$ cat src/rtl/twi_pkg.sv
// Shared TWI target definitions: FSM state encoding and SDA drive levels.
// ACK means pulling SDA low, so sda_oe is high for ACK.
package twi_pkg;

    typedef enum logic [2:0] {
        ST_IDLE,
        ST_ADDR,
        ST_ADDR_ACK,
        ST_DATA,
        ST_DATA_ACK,
        ST_IGNORE
    } twi_state_e;

    localparam logic OE_ACK  = 1'b1;
    localparam logic OE_NACK = 1'b0;

endpackage

$ cat src/rtl/twi_sync_edge.sv
// Multi-flop synchronizer for one raw bus line, plus a history flop
// used to derive single-cycle rise/fall strobes. Idles high.
module twi_sync_edge #(
    parameter int STAGES = 2
) (
    input  logic clk,
    input  logic resetn,
    input  logic d_in,
    output logic level,
    output logic rise,
    output logic fall
);

    logic [STAGES-1:0] sync_q;
    logic              hist_q;

    always_ff @(posedge clk or negedge resetn) begin
        if (!resetn) begin
            sync_q <= '1;
            hist_q <= 1'b1;
        end else begin
            sync_q <= {sync_q[STAGES-2:0], d_in};
            hist_q <= sync_q[STAGES-1];
        end
    end

    assign level = sync_q[STAGES-1];
    assign rise  = level & ~hist_q;
    assign fall  = ~level & hist_q;

endmodule

$ cat src/rtl/twi_target_receiver.sv
// Write-only TWI target: matches its own address, ACKs it and every
// following data byte, and presents each received byte on rx_data.
module twi_target_receiver
    import twi_pkg::*;
#(
    parameter int SYNC_STAGES = 2,
    parameter int ADDR_WIDTH  = 7
) (
    input  logic                  clk,
    input  logic                  resetn,
    input  logic                  en,
    input  logic [ADDR_WIDTH-1:0] own_addr,
    input  logic                  scl_in,
    input  logic                  sda_in,
    output logic                  sda_oe,
    output logic [7:0]            rx_data,
    output logic                  rx_valid,
    output logic                  addr_match,
    output logic                  start_det,
    output logic                  stop_det,
    output logic                  busy
);

    logic scl_lvl, scl_rise, scl_fall;
    logic sda_lvl, sda_rise, sda_fall;

    twi_sync_edge #(.STAGES(SYNC_STAGES)) u_scl_sync (
        .clk    (clk),
        .resetn (resetn),
        .d_in   (scl_in),
        .level  (scl_lvl),
        .rise   (scl_rise),
        .fall   (scl_fall)
    );

    twi_sync_edge #(.STAGES(SYNC_STAGES)) u_sda_sync (
        .clk    (clk),
        .resetn (resetn),
        .d_in   (sda_in),
        .level  (sda_lvl),
        .rise   (sda_rise),
        .fall   (sda_fall)
    );

    twi_state_e state_q, state_d;
    logic [2:0] cnt_q, cnt_d;
    logic [7:0] shift_q, shift_d;
    logic [7:0] rx_data_q, rx_data_d;
    logic       oe_q, oe_d;
    logic       rx_valid_q, rx_valid_d;
    logic       match_q, match_d;
    logic       start_q, start_d;
    logic       stop_q, stop_d;
    logic       busy_q, busy_d;

    logic                  start_ev, stop_ev;
    logic [7:0]            shift_nxt;
    logic [ADDR_WIDTH-1:0] rx_addr;

    // SCL high now and in history: any simultaneous SCL edge wins
    assign start_ev  = sda_fall & scl_lvl & ~scl_rise;
    assign stop_ev   = sda_rise & scl_lvl & ~scl_rise;
    assign shift_nxt = {shift_q[6:0], sda_lvl};
    assign rx_addr   = ADDR_WIDTH'(shift_nxt[7:1]);

    always_comb begin
        state_d    = state_q;
        cnt_d      = cnt_q;
        shift_d    = shift_q;
        rx_data_d  = rx_data_q;
        oe_d       = oe_q;
        busy_d     = busy_q;
        rx_valid_d = 1'b0;
        match_d    = 1'b0;
        start_d    = 1'b0;
        stop_d     = 1'b0;
        if (!en) begin
            state_d = ST_IDLE;
            cnt_d   = 3'd0;
            oe_d    = OE_NACK;
            busy_d  = 1'b0;
        end else if (start_ev) begin
            state_d = ST_ADDR;
            cnt_d   = 3'd0;
            oe_d    = OE_NACK;
            busy_d  = 1'b1;
            start_d = 1'b1;
        end else if (stop_ev) begin
            state_d = ST_IDLE;
            cnt_d   = 3'd0;
            oe_d    = OE_NACK;
            busy_d  = 1'b0;
            stop_d  = 1'b1;
        end else begin
            unique case (state_q)
                ST_ADDR: if (scl_rise) begin
                    shift_d = shift_nxt;
                    cnt_d   = cnt_q + 3'd1;
                    if (cnt_q == 3'd7) begin
                        if (rx_addr == own_addr && !shift_nxt[0]) begin
                            state_d = ST_ADDR_ACK;
                            match_d = 1'b1;
                        end else begin
                            state_d = ST_IGNORE;
                        end
                    end
                end
                ST_DATA: if (scl_rise) begin
                    shift_d = shift_nxt;
                    cnt_d   = cnt_q + 3'd1;
                    if (cnt_q == 3'd7) state_d = ST_DATA_ACK;
                end
                // First SCL fall drives ACK, the second one ends the slot
                ST_ADDR_ACK, ST_DATA_ACK: if (scl_fall) begin
                    if (oe_q == OE_NACK) begin
                        oe_d = OE_ACK;
                        if (state_q == ST_DATA_ACK) begin
                            rx_data_d  = shift_q;
                            rx_valid_d = 1'b1;
                        end
                    end else begin
                        oe_d    = OE_NACK;
                        state_d = ST_DATA;
                    end
                end
                default: ;
            endcase
        end
    end

    always_ff @(posedge clk or negedge resetn) begin
        if (!resetn) begin
            state_q    <= ST_IDLE;
            cnt_q      <= 3'd0;
            shift_q    <= 8'h00;
            rx_data_q  <= 8'h00;
            oe_q       <= OE_NACK;
            rx_valid_q <= 1'b0;
            match_q    <= 1'b0;
            start_q    <= 1'b0;
            stop_q     <= 1'b0;
            busy_q     <= 1'b0;
        end else begin
            state_q    <= state_d;
            cnt_q      <= cnt_d;
            shift_q    <= shift_d;
            rx_data_q  <= rx_data_d;
            oe_q       <= oe_d;
            rx_valid_q <= rx_valid_d;
            match_q    <= match_d;
            start_q    <= start_d;
            stop_q     <= stop_d;
            busy_q     <= busy_d;
        end
    end

    assign sda_oe     = oe_q;
    assign rx_data    = rx_data_q;
    assign rx_valid   = rx_valid_q;
    assign addr_match = match_q;
    assign start_det  = start_q;
    assign stop_det   = stop_q;
    assign busy       = busy_q;

endmodule
$ cat config.mk
export PLATFORM = sky130hd
export DESIGN_NAME = twi_target_receiver
export DESIGN_NICKNAME = d
export VERILOG_FILES = /design/src/rtl/twi_pkg.sv /design/src/rtl/twi_sync_edge.sv /design/src/rtl/twi_target_receiver.sv
export SDC_FILE = /design/constraint.sdc
export NUM_CORES = 1
export LEC_CHECK = 0
export ABC_AREA = 1
export BUFFER_PORTS_ARGS = -buffer_cell sky130_fd_sc_hd__buf_2
export CAP_MARGIN = 40
export CORE_UTILIZATION = 25
export CTS_BUF_LIST = sky130_fd_sc_hd__clkbuf_8 sky130_fd_sc_hd__clkbuf_16
export DETAILED_ROUTE_END_ITERATION = 10
export HOLD_SLACK_MARGIN = 0.15
export SYNTH_ARGS = -nofsm -noshare
export SYNTH_HDL_FRONTEND = slang
export SYNTH_HIERARCHICAL = 1
export SYNTH_SLANG_ARGS = --single-unit
$ cat constraint.sdc
create_clock -name clk -period 2.13 [get_ports clk]
set_clock_uncertainty 0.05 [all_clocks]
set_input_delay 0.213 -clock clk [delete_from_list [all_inputs] [get_ports clk]]
set_output_delay 0.213 -clock clk [all_outputs]
set_load 0.05 [all_outputs]
==> impl_metrics.yaml <==
critical_path:
  slowest_delay_ns: 0.59
  crit_chain: "inv_1 -> nor2_1 -> inv_2 -> nand3_2 -> nand3_4 -> inv_4 -> nand2_4 -> nor2_1 -> a21oi_2"
  crit_fanout: 17
  critPathKind: "flip-flop to flip-flop"
  cpMostUsedCell: "nor2_1"
  worstPathRequired_ns: 2.25
  cpMaxStageDelayCell: "dfstp_2"
  crit_arrival_ns: 1.83
  cp_top_family: "simple AND/OR/NAND/NOR gates"
  endpoint_kind: "flip-flop"
  crit_path_start_kind: "flip-flop"
  crit_buf_inv: 3
yosys:
  netlist_area_mm2: 0.00162
  postSynthCellCount: 179
  synthArstFlopShare_pct: 100
  synth_cell_types: 26
  yosysMostFrequentCell: "nand2_1"
  yosysTopAreaCellShare_pct: 43.3
  yosys_warnings: 6
  synth_edf_count: 0
  yosys-top-cells-area: "dfrtp_1 (43%), nand2_1 (12%), dfstp_2 (9.7%)"
  synth.avg_cell_area_um2: 9.04
  synth_nets: 193
  ys_ff_latch: 34
  ys_seq_area_share_pct: 53.1
  synthFlopType: "dfrtp_1"
  synth_common_cells: "nand2_1 (50), dfrtp_1 (28), inv_1 (20)"
  synth_top_cell_by_area: "dfrtp_1"
final_layout:
  drive_above_1_share_pct: 36.2
  nets: 226
  area.growth.synth_to_final_pct: 19.9
  utilization_pct: 31.8
  antenna_cells: 0
placement:
  io_buffer_count: 25
  gp_congestion: 0.793
  hpwl_um: 2200
clock_tree:
  cts-root-buf: "clkbuf_8"
  h-tree-depth: 2
  worstSkewPairLatency_ns: 0.28
  clk_pin_slew_ns: 0.07
  cts_resized: 0
  numCtsBuffers: 5
  cts.sinks: 34
  clockBufferDepth: 2
  cts_tree: "built"
pwr:
  p_per_area_mw_per_mm2: 807
  peakVddDrop_mv: 0.307
  switching_share_pct: 31.3
  switchingPower_uw: 490
  internal_power_uw: 1080
  p_comb_share_pct: 19.4
  p_leak_uw: 0.00103
  sequentialPowerShare_pct: 49.0
  power_frac_clock_pct: 31.5
routing:
  drt_iter0_drc: 44
  viasPerCell: 4.17
  drt-wirelength-per-cell_um: 10.4
  dr.pass1.iters: 4
  postRouteWirelength_um: 2990
  drc: 0
  ant_nets: 0
  vias: 1201
floorplanning:
  die_x_um: 82.4
  core_area_mm2: 0.00610
  die_y_um: 82.4
  rows: 28
  pin_count: 26
  initial_utilization_pct: 26.5
  die-area_mm2: 0.00680
sta:
  slew_viol_final: 0
  relSlewSlack_pct: 49.7
  worst_pin_slew_ns: 0.754
  rsz0062_at_grt: "false"
  finalHoldViolCount: 0
  fin_crit_sh_pct: 80.5
  fmax_mhz: 583
  period_minus_slack_ns: 1.71
  setup_tns_ns: 0
  setup_violations: 0
status:
  status: "complete, no violations"
global_route:
  use_met3_pct: 3.63
  grt_start_max_net_pins: 35
  gr-total-overflow: 0
  grt.met2_usage_pct: 17.3
  antenna_found_initial: 0
  busiest_layer: "met2"
  grt_pass1_vias: 1184
  grt_pass1_wl_um: 5400
  track_usage_pct: 10.8
  use_met1_pct: 13.0
run:
  drv_cap: 0
min_path:
  hp-class: "primary input to flip-flop"
metal layers:
metal	share of wire, %	vias to the layer above
li1	-	622
met3	5.0	6
met1	47	556
met5	0	-
met4	2.0	0
met2	46	17
cell type report:
| class | count | area (µm²) |
|---|---|---|
| fillers | 655 | 4160 |
| flip-flops and latches | 34 | 858 |
| multi-input cells | 113 | 621 |
| repair buffers | 28 | 155 |
| inverters | 30 | 116 |
| well taps | 75 | 93.8 |
| clock buffers | 6 | 82.6 |
| clock inverters | 2 | 12.5 |
worst paths after layout:
kind	endpoint	from	cells past startpoint	slack, ns
setup / recovery	shift_q[0]	u_scl_sync/sync_q[1]	9	0.42
hold / removal	sda_oe	en	3	0.20
setup reg to reg	shift_q[0]	u_scl_sync/sync_q[1]	9	0.42
hold reg to reg	u_scl_sync/sync_q[1]	u_scl_sync/sync_q[0]	0	0.31
max in group asynchronous	rx_data[2]	resetn	2	1.07
min in group asynchronous	rx_data[6]	resetn	2	0.48
power by group through the flow:
stage | Sequential (µW) | Clock, µW | Combinational (µW)
CTS | 768 | 510 | 310
finish | 768 | 493 | 304
detailed placement | 780 | 0 | 304
floorplan | 798 | 0 | 211
global placement | 780 | 0 | 301
global route | 777 | 539 | 350
worst reg2reg max path, stage by stage (launching register included):
cell and delay (ns):
dfstp_2 0.59, inv_1 0.05, nor2_1 0.15, inv_2 0.07
nand3_2 0.10, nand3_4 0.10, inv_4 0.13, nand2_4 0.16
nor2_1 0.16, a21oi_2 0.04
timing repair:
item,in CTS,in global routing
buffers inserted,0,0
endpoints found under the hold margin,30,0
hold buffers,3,0
sequential cells by signal, summed over array words and instances (netlist names):
signal             cells
u_sda_sync/hist_q      1
u_scl_sync/sync_q      2
u_sda_sync/sync_q      2
u_scl_sync/hist_q      1
cnt_q                  3
shift_q                8
sda_oe                 1
addr_match             1
start_det              1
rx_data                8
rx_valid               1
state_q                3
stop_det               1
busy                   1
cells by family (layout without fill, tap and decap cells):
family / after synthesis / after routing / share of synthesized area (%)
AOI/OAI and AO/OA: 23 / 23 / 11.2
xor gates and xnor gates: 1 / 1 / 0.541
adders and majority gates: 2 / 2 / 1.55
buffers and inverters: 32 / 66 / 8.58
DFF: 34 / 34 / 53.1
and+or+nand+nor: 87 / 87 / 25.1
placed cells by master, fill, tap and decap left out, types with 3 or more instances in the layout:
cell / n
a21oi_1: 3
dfrtp_1: 28
inv_1: 20
inv_2: 8
nand2_1: 50
buf_2: 25
dfstp_2: 6
nand2_2: 4
nor2_1: 14
o21ai_2: 16
dlygate4sd3_1: 3
clkbuf_8: 6
nand3_1: 9
through the flow:
stage               setup slack, ns  hold WS, ns  std cells  area (µm²)  power [µW]
finish                        0.416        0.204        288        1940        1570
global route                  0.214        0.200        288        1940        1670
CTS                           0.410        0.192        288        1940        1590
detailed placement            0.429        0.269        277        1810        1080
global placement              0.403        0.270        277        1810        1080
floorplan                     0.547       -0.133        179        1620        1010
Note: power is estimated with default switching activity, not from simulation.
